File: src/rtl/status_flag_register.sv
// status_flag_register
// Architectural status register fed by the ALU flag generator. Holds the
// {N,Z,C,V} flags and the last ALU result, accumulates sticky carry/overflow
// and a saturating overflow event count, and evaluates 4-bit condition codes
// against the registered flags through a one-cycle req/ack handshake.
module status_flag_register #(
  parameter int WIDTH     = 4,
  parameter int CNT_WIDTH = 8
) (
  input  logic                 clk,
  input  logic                 rst_n,
  input  logic                 flag_valid,
  input  logic                 zero_in,
  input  logic                 carry_in,
  input  logic                 overflow_in,
  input  logic                 negative_in,
  input  logic                 is_arithmetic,
  input  logic [WIDTH-1:0]     result_in,
  input  logic                 flags_we,
  input  logic [3:0]           flags_wdata,
  input  logic                 sticky_clr,
  input  logic                 cond_req,
  input  logic [3:0]           cond_sel,
  output logic [3:0]           flags_q,
  output logic [WIDTH-1:0]     result_q,
  output logic                 flags_vld,
  output logic                 sticky_c,
  output logic                 sticky_v,
  output logic [CNT_WIDTH-1:0] ovf_count,
  output logic                 cond_ack,
  output logic                 cond_true
);

  // Bit positions inside the {N,Z,C,V} flag vector.
  localparam int FLAG_N = 3;
  localparam int FLAG_Z = 2;
  localparam int FLAG_C = 1;
  localparam int FLAG_V = 0;

  // The overflow counter parks here instead of wrapping.
  localparam logic [CNT_WIDTH-1:0] CNT_MAX = '1;

  // Condition code encoding used by branch/predication logic.
  typedef enum logic [3:0] {
    COND_EQ = 4'h0,
    COND_NE = 4'h1,
    COND_CS = 4'h2,
    COND_CC = 4'h3,
    COND_MI = 4'h4,
    COND_PL = 4'h5,
    COND_VS = 4'h6,
    COND_VC = 4'h7,
    COND_HI = 4'h8,
    COND_LS = 4'h9,
    COND_GE = 4'hA,
    COND_LT = 4'hB,
    COND_GT = 4'hC,
    COND_LE = 4'hD,
    COND_AL = 4'hE,
    COND_NV = 4'hF
  } cond_e;

  // Qualified ALU events; only arithmetic ops feed the sticky bits and counter.
  logic arith_op;
  logic ovf_event;
  logic carry_event;

  assign arith_op    = flag_valid & is_arithmetic;
  assign ovf_event   = arith_op & overflow_in;
  assign carry_event = arith_op & carry_in;

  // Next-state values for every register.
  logic [3:0]           flags_d;
  logic [WIDTH-1:0]     result_d;
  logic                 flags_vld_d;
  logic                 sticky_c_d;
  logic                 sticky_v_d;
  logic [CNT_WIDTH-1:0] ovf_count_d;
  logic                 cond_ack_d;
  logic                 cond_true_d;
  logic                 cond_eval;

  // Flag and result capture: direct write beats the ALU for flags_q only.
  always_comb begin
    // NOTE: every combinational output gets a default before any branch so no
    // path leaves it unassigned, which would otherwise infer a latch.
    flags_d     = flags_q;
    result_d    = result_q;
    flags_vld_d = flags_vld | flags_we | flag_valid;

    if (flag_valid) begin
      result_d = result_in;
    end

    if (flags_we) begin
      flags_d = flags_wdata;
    end else if (flag_valid) begin
      flags_d[FLAG_N] = negative_in;
      flags_d[FLAG_Z] = zero_in;
      // Logic ops leave carry and overflow untouched.
      if (is_arithmetic) begin
        flags_d[FLAG_C] = carry_in;
        flags_d[FLAG_V] = overflow_in;
      end
    end
  end

  // Sticky bits and saturating overflow counter; a new event beats a clear.
  always_comb begin
    sticky_c_d  = (sticky_c & ~sticky_clr) | carry_event;
    sticky_v_d  = (sticky_v & ~sticky_clr) | ovf_event;
    ovf_count_d = ovf_count;

    if (sticky_clr) begin
      ovf_count_d = ovf_event ? CNT_WIDTH'(1) : '0;
    end else if (ovf_event && (ovf_count != CNT_MAX)) begin
      ovf_count_d = ovf_count + CNT_WIDTH'(1);
    end
  end

  // Condition evaluation against the registered flags (no same-cycle bypass).
  always_comb begin
    cond_eval = 1'b0;
    unique case (cond_e'(cond_sel))
      COND_EQ: cond_eval =  flags_q[FLAG_Z];
      COND_NE: cond_eval = ~flags_q[FLAG_Z];
      COND_CS: cond_eval =  flags_q[FLAG_C];
      COND_CC: cond_eval = ~flags_q[FLAG_C];
      COND_MI: cond_eval =  flags_q[FLAG_N];
      COND_PL: cond_eval = ~flags_q[FLAG_N];
      COND_VS: cond_eval =  flags_q[FLAG_V];
      COND_VC: cond_eval = ~flags_q[FLAG_V];
      COND_HI: cond_eval =  flags_q[FLAG_C] & ~flags_q[FLAG_Z];
      COND_LS: cond_eval = ~flags_q[FLAG_C] |  flags_q[FLAG_Z];
      COND_GE: cond_eval =  (flags_q[FLAG_N] == flags_q[FLAG_V]);
      COND_LT: cond_eval =  (flags_q[FLAG_N] != flags_q[FLAG_V]);
      COND_GT: cond_eval = ~flags_q[FLAG_Z] & (flags_q[FLAG_N] == flags_q[FLAG_V]);
      COND_LE: cond_eval =  flags_q[FLAG_Z] | (flags_q[FLAG_N] != flags_q[FLAG_V]);
      COND_AL: cond_eval = 1'b1;
      COND_NV: cond_eval = 1'b0;
      default: cond_eval = 1'b0;
    endcase
  end

  // Handshake: ack pulses the cycle after each request; result holds otherwise.
  always_comb begin
    cond_ack_d  = cond_req;
    cond_true_d = cond_req ? cond_eval : cond_true;
  end

  // State register with synchronous active-low reset overriding all inputs.
  always_ff @(posedge clk) begin
    // NOTE: the reset is sampled on the clock edge, so it sits inside the
    // edge-triggered block rather than in the sensitivity list; all state here
    // is plain flops (no arrays), so every register is cleared.
    if (!rst_n) begin
      // NOTE: non-blocking assignments keep every flop reading pre-edge values.
      flags_q   <= '0;
      result_q  <= '0;
      flags_vld <= 1'b0;
      sticky_c  <= 1'b0;
      sticky_v  <= 1'b0;
      ovf_count <= '0;
      cond_ack  <= 1'b0;
      cond_true <= 1'b0;
    end else begin
      flags_q   <= flags_d;
      result_q  <= result_d;
      flags_vld <= flags_vld_d;
      sticky_c  <= sticky_c_d;
      sticky_v  <= sticky_v_d;
      ovf_count <= ovf_count_d;
      cond_ack  <= cond_ack_d;
      cond_true <= cond_true_d;
    end
  end

endmodule

File: config.mk
export PLATFORM = sky130hd
export DESIGN_NAME = status_flag_register
export DESIGN_NICKNAME = d
export VERILOG_FILES = /design/src/rtl/status_flag_register.sv
export SDC_FILE = /design/constraint.sdc
export NUM_CORES = 1
export LEC_CHECK = 0
export ABC_AREA = 1
export ABC_CLOCK_PERIOD_IN_PS = 2950
export BUFFER_PORTS_ARGS = -buffer_cell sky130_fd_sc_hd__buf_2
export CAP_MARGIN = 0
export CORE_ASPECT_RATIO = 1.4
export CORE_MARGIN = 4
export CORE_UTILIZATION = 30
export CTS_CLUSTER_SIZE = 30
export DETAILED_ROUTE_END_ITERATION = 6
export GPL_TIMING_DRIVEN = 1
export HOLD_SLACK_MARGIN = 0.02
export SETUP_SLACK_MARGIN = 0.02
export SKIP_CTS_REPAIR_TIMING = 1
export SYNTH_ARGS = -nofsm -noshare
export SYNTH_HDL_FRONTEND = slang
export SYNTH_SLANG_ARGS = --single-unit
export TNS_END_PERCENT = 50
File: constraint.sdc
create_clock -name clk -period 2.95 [get_ports clk]
set_input_delay 0.885 -clock clk [delete_from_list [all_inputs] [get_ports clk]]
set_output_delay 0.885 -clock clk [all_outputs]
set_load 0.01 [all_outputs]
==> results of run 1 <==
[state kept, by name (all words and copies together), names as in the netlist]
register,cells
sticky_v,1
flags_vld,1
ovf_count,8
sticky_c,1
cond_ack,1
cond_true,1
result_q,4
flags_q,4
[report_power, final]
group / switching, mW / internal, mW
sequential: 0.00765 / 0.296
clock: 0.0995 / 0.0955
combinational: 0.0585 / 0.0397
total: 0.166 / 0.431
[layer usage]
metal | GRT usage (%) | vias to the layer above
li1 | - | 618
met1 | 14.1 | 491
met2 | 22.3 | 28
met3 | 2.10 | 5
met4 | 6.12 | 0
met5 | 0 | -
[per-stage QoR]
| step | total power, mW | instance area (um2) | cells |
|---|---|---|---|
| global route | 0.633 | 1400 | 250 |
| finish | 0.597 | 1400 | 250 |
| floorplan | 0.368 | 1100 | 165 |
| detailed placement | 0.410 | 1360 | 246 |
| global placement | 0.410 | 1360 | 246 |
| CTS | 0.603 | 1400 | 250 |
[final timing paths]
check                              endpoint  depth (start not counted)                 startpoint  slack (ns)
hold / removal         flags_vld$_SDFF_PN0_                          2       flags_vld$_SDFF_PN0_        0.48
setup reg to reg  ovf_count[4]$_SDFFE_PN0P_                          8  ovf_count[0]$_SDFFE_PN0P_        1.55
setup / recovery               ovf_count[4]                          1  ovf_count[4]$_SDFFE_PN0P_        1.23
hold reg to reg        flags_vld$_SDFF_PN0_                          2       flags_vld$_SDFF_PN0_        0.48
[cell families (layout without fill, tap and decap cells)]
family                     count (synthesis)  after routing  share of synthesized area, %
AOI/OAI and AO/OA                         26             26                          13.7
adders and majority gates                  1              1                          1.14
buffers and inverters                     26             71                          9.00
and+or+nand+nor                           90             90                          37.1
DFF                                       21             21                          38.3
xor gates and xnor gates                   1              1                         0.797
[placed cells by master, fill, tap and decap left out]
| cell type | Yosys | final |
|---|---|---|
| buf_2 | 1 | 43 |
| o21a_1 | 1 | 1 |
| dfxtp_1 | 21 | 21 |
| nor3_2 | 1 | 1 |
| clkbuf_8 | 0 | 3 |
| nor2_1 | 28 | 28 |
| ha_1 | 1 | 1 |
| nand2_1 | 38 | 38 |
| clkinvlp_4 | 0 | 1 |
| xor2_1 | 1 | 1 |
| nand2_2 | 3 | 3 |
| o21ai_0 | 14 | 14 |
| a211oi_1 | 1 | 1 |
| nor2_4 | 1 | 1 |
| a32o_1 | 1 | 1 |
| nor2_8 | 1 | 1 |
| a21oi_1 | 5 | 5 |
| nor3_1 | 3 | 3 |
| a22o_1 | 1 | 1 |
| a31oi_1 | 2 | 2 |
| a221oi_1 | 1 | 1 |
| nand4_1 | 2 | 2 |
| nand3_1 | 11 | 11 |
| and3_1 | 1 | 1 |
| inv_1 | 24 | 24 |
| nand2_4 | 1 | 1 |
[cell type report]
class                           count  area (um2)  share of cell area [%]
Inverter                           24        90.1                    6.42
Clock buffer                        3        41.3                    2.94
Timing Repair Buffer               43         215                    15.3
Multi-Input combinational cell    118         579                    41.3
Tap cell                           40        50.0                    3.57
Clock inverter                      1        7.51                   0.535
Sequential cell                    21         420                    29.9
[Yosys cell counts]
master / count
a21oi_1: 5
ha_1: 1
nand2_2: 3
a32o_1: 1
and3_1: 1
a211oi_1: 1
nor2_1: 28
nor2_8: 1
clkbuf_1: 1
nand3_1: 11
a22o_1: 1
nand2_4: 1
dfxtp_1: 21
nand4_1: 2
a31oi_1: 2
a221oi_1: 1
inv_1: 24
nor2_4: 1
nor3_2: 1
o21ai_0: 14
o21a_1: 1
buf_2: 1
nor3_1: 3
xor2_1: 1
nand2_1: 38
==> flow_metrics.env, run 1 <==
export IMPL_route_top_layer_used="met4"
export IMPL_grt_pass1_wl_um=4620
export IMPL_setup_viol_count_final=0
export IMPL_post_route_period_util_pct=58.4
export IMPL_hold_viol_final=0
export IMPL_finalCoreUtilization_pct=40.8
export IMPL_drv_slew=0
export IMPL_synth_top_area_cell="dfxtp_1"
export IMPL_rows=25
export IMPL_dp_hpwl_um=2150
export IMPL_syn_area_per_cell_um2=6.66
export IMPL_path_class="register to primary output"
export IMPL_finalSetupTns_ns=0
export IMPL_die_w_um=59.1
export IMPL_gp_congestion=0.877
export IMPL_slew_limit_headroom_pct=67.1
export IMPL_cts_buffers=3
export IMPL_cts_root_buf="clkbuf_8"
export IMPL_io_pins=44
export IMPL_status="finished, final reports clean"
export IMPL_worst_slack_ns=1.23
export IMPL_fin_crit_ns=1.72
export IMPL_crit_chain="buf_2"
export IMPL_critPathMaxStageDelay_ns=0.41
export IMPL_ir_drop_mv=0.292
export IMPL_nets=235
export IMPL_dpl_worst_slack_ns=0.946
export IMPL_num_antenna_cells=0
export IMPL_wl_per_cell_um=10.6
export IMPL_cts_reportedPaths_clkPinSlew_ns=0.08
export IMPL_required_ns=2.07
export IMPL_insertion_delay_ns=0.27
export IMPL_drt_pre_antenna_iters=4
export IMPL_synth_area_top_cells="dfxtp_1 (38%), nand2_1 (13%), nor2_1 (9.6%), inv_1 (8.2%), o21ai_0 (6.4%)"
export IMPL_synth_cell_type_count=25
export IMPL_maxCapViolations=0
export IMPL_holdWs_ns=0.481
export IMPL_io_buffers=43
export IMPL_met3WireLength_um=147
export IMPL_ys_ff_latch=21
export IMPL_grt_pass1_vias=1126
export IMPL_die_h_um=79.6
export IMPL_dieArea_um2=4710
export IMPL_areaGrowthSynthToFinish_pct=27.8
export IMPL_ant_nets=0
export IMPL_drc_errors=0
export IMPL_power_per_cell_area_nw_per_um2=425
export IMPL_wl_met2_um=1330
export IMPL_crit_fanout=5
export IMPL_cts_tree="built"
export IMPL_netlist_area_leader_share_pct=38.3
export IMPL_netlist_area_um2=1100
export IMPL_skew_ns=0.00553
export IMPL_cp_end_kind="primary output"
export IMPL_grt_max_degree=14
export IMPL_synthesis_nets=189
export IMPL_worst_slew_pin_slew_ns=0.491
export IMPL_cts_sinks=21
export IMPL_cts_path_max_buffers=2
export IMPL_rsz0062_at_grt="false"
export IMPL_critPathSlowestCell="dfxtp_1"
export IMPL_holdCritPathClass="register to register"
export IMPL_core_area_um2=3440
export IMPL_grt_overflow_total=0
export IMPL_htree_levels=1
export IMPL_gr_usage_all_layers_pct=12.6
export IMPL_antenna_found_initial=0
export IMPL_initial_utilization_pct=31.9
export IMPL_wl_met1_um=1120
export IMPL_wl_um=2650
export IMPL_path_buf_inv=1
export IMPL_vias=1142
export IMPL_vias_per_cell=4.57
export IMPL_drt_initial_drc_count=37
export IMPL_yosys_warnings=0
export IMPL_fmax_mhz=580
export IMPL_fillCellCount=372
export IMPL_critPathArrivalTime_ns=0.84
export IMPL_drive_above_1_share_pct=25.7
export IMPL_seq_area_frac_synth_pct=38.3
export IMPL_start_kind="register"
export IMPL_netlist_instances=165
export IMPL_p_leak_nw=0.738
export IMPL_path_delay_family="flip-flops"
Note: power is estimated with default switching activity, not from simulation.
==> run 2, diff against run 1 <==
--- a/config.mk
+++ b/config.mk
@@ -6,7 +6,7 @@
 export NUM_CORES = 1
 export LEC_CHECK = 0
 export ABC_AREA = 1
-export ABC_CLOCK_PERIOD_IN_PS = 2950
+export ABC_CLOCK_PERIOD_IN_PS = 1660
 export BUFFER_PORTS_ARGS = -buffer_cell sky130_fd_sc_hd__buf_2
 export CAP_MARGIN = 0
 export CORE_ASPECT_RATIO = 1.4
==> constraint.sdc (replaced) <==
create_clock -name clk -period 1.66 [get_ports clk]
set_input_delay 0.498 -clock clk [delete_from_list [all_inputs] [get_ports clk]]
set_output_delay 0.498 -clock clk [all_outputs]
set_load 0.01 [all_outputs]
==> flow_metrics.env, run 2 (synthesized netlist as in run 1, its figures left out) <==
export IMPL_status="finished, final reports clean"
export IMPL_antenna_found_initial=0
export IMPL_num_antenna_cells=0
export IMPL_maxCapViolations=0
export IMPL_path_delay_family="simple AND/OR/NAND/NOR gates"
export IMPL_core_area_um2=3440
export IMPL_path_buf_inv=1
export IMPL_final_common_cell="buf_2"
export IMPL_gr_usage_all_layers_pct=12.7
export IMPL_drive_above_1_share_pct=26.8
export IMPL_nets=238
export IMPL_cts_root_buf="clkbuf_8"
export IMPL_cts_sinks=21
export IMPL_vias_per_cell=4.59
export IMPL_power_mw=1.06
export IMPL_cts_tree="built"
export IMPL_multi_input_area_um2=579
export IMPL_dieArea_um2=4710
export IMPL_start_kind="register"
export IMPL_p_leak_nw=0.756
export IMPL_io_pins=44
export IMPL_ant_nets=0
export IMPL_post_route_period_util_pct=83.8
export IMPL_power_per_cell_area_nw_per_um2=745
export IMPL_setup_viol_count_final=0
export IMPL_wl_per_cell_um=11.0
export IMPL_skew_ns=0.00197
export IMPL_ir_drop_mv=0.453
export IMPL_fmax_mhz=719
export IMPL_grt_max_degree=13
export IMPL_ff_latch_area_um2=420
export IMPL_final_cell_mix="buf_2 (43), nand2_1 (38), nor2_1 (28)"
export IMPL_top_regs="ovf_count x8, flags_q x4, result_q x4"
export IMPL_max_flop_register="ovf_count"
export IMPL_drt_initial_drc_count=47
export IMPL_slew_limit_headroom_pct=86.2
export IMPL_cp_end_kind="register"
export IMPL_crit_chain="ha_1 -> nand3_1 -> inv_1 -> nand2_2 -> nand4_1 -> o21ai_0 -> nor2_1"
export IMPL_io_buffers=43
export IMPL_path_class="register to register"
export IMPL_crit_fanout=5
export IMPL_drc_errors=0
export IMPL_rows=25
export IMPL_required_ns=1.82
export IMPL_initial_utilization_pct=31.9
export IMPL_finalSetupTns_ns=0
export IMPL_htree_levels=1
export IMPL_drt_pre_antenna_iters=4
export IMPL_rsz0062_at_grt="false"
export IMPL_cts_reportedPaths_clkPinSlew_ns=0.08
export IMPL_cts_buffers=3
export IMPL_grt_pass1_vias=1101
export IMPL_critPathArrivalTime_ns=1.55
export IMPL_finalCoreUtilization_pct=41.4
export IMPL_grt_overflow_total=0
export IMPL_die_h_um=79.6
export IMPL_fin_crit_ns=1.39
export IMPL_areaGrowthSynthToFinish_pct=29.6
export IMPL_grt_pass1_wl_um=4610
export IMPL_largest_register_ffs=8
export IMPL_holdCritPathClass="input pin to register"
export IMPL_gp_congestion=0.834
export IMPL_dp_hpwl_um=2210
export IMPL_insertion_delay_ns=0.26
export IMPL_fillCellCount=385
export IMPL_critPathMaxStageDelay_ns=0.35
export IMPL_vias=1161
export IMPL_cts_path_max_buffers=2
export IMPL_worst_slew_pin_slew_ns=0.208
export IMPL_wl_um=2790
export IMPL_hold_viol_final=0
export IMPL_holdWs_ns=0.436
export IMPL_die_w_um=59.1
export IMPL_drv_slew=0
export IMPL_critPathSlowestCell="dfxtp_1"
-- run 2: changes by cell type in the layout (fill, tap and decap cells not counted) --
cell	previous run	this run
buf_4	0	3
clkinv_2	0	1
clkinvlp_4	1	0
-- run 2: stage by stage --
stage / cells / setup slack [ns] / area (um2)
detailed placement: 249 / 0.254 / 1380
global route: 253 / 0.121 / 1420
finish: 253 / 0.268 / 1420
CTS: 253 / 0.268 / 1420
global placement: 249 / 0.278 / 1380
floorplan: 165 / 0.358 / 1100
-- run 2: final timing paths --
check	startpoint	to	slack, ns	depth (start not counted)
setup / recovery	ovf_count[0]$_SDFFE_PN0P_	ovf_count[5]$_SDFFE_PN0P_	0.27	7
hold reg to reg	flags_vld$_SDFF_PN0_	flags_vld$_SDFF_PN0_	0.47	2
setup reg to reg	ovf_count[0]$_SDFFE_PN0P_	ovf_count[5]$_SDFFE_PN0P_	0.27	7
hold / removal	cond_req	cond_true$_SDFFE_PN0P_	0.44	2
-- run 2: per-layer routing --
metal,up-vias,GRT usage [%],part of all wire [%]
met5,-,0,0
met4,0,6.12,1.8
met3,5,1.94,5.5
met2,30,22.3,50
met1,504,14.6,42
li1,622,-,-
-- run 2: layout make-up --
type | instances | share of cell area (%)
Multi-Input combinational cell | 118 | 40.7
Sequential cell | 21 | 29.5
Timing Repair Buffer | 46 | 16.7
Inverter | 24 | 6.33
Tap cell | 40 | 3.51
Clock buffer | 3 | 2.90
Clock inverter | 1 | 0.351
-- run 2: worst reg2reg max path: cells and delay by family (launching register included) --
family,cells,cell delay [ns]
AO/OA/AOI/OAI,1,0.20
adder cells (fa/ha/maj),1,0.24
buffers and inverters,1,0.06
flip-flops,1,0.35
AND/OR/NAND/NOR,4,0.43
-- run 2: where the power goes --
| part | total [mW] | switching [mW] | leakage [nW] | internal [mW] |
|---|---|---|---|---|
| sequential | 0.540 | 0.0135 | 0.173 | 0.526 |
| clock | 0.340 | 0.173 | 0.0255 | 0.167 |
| combinational | 0.181 | 0.106 | 0.558 | 0.0753 |
| total | 1.06 | 0.292 | 0.756 | 0.769 |
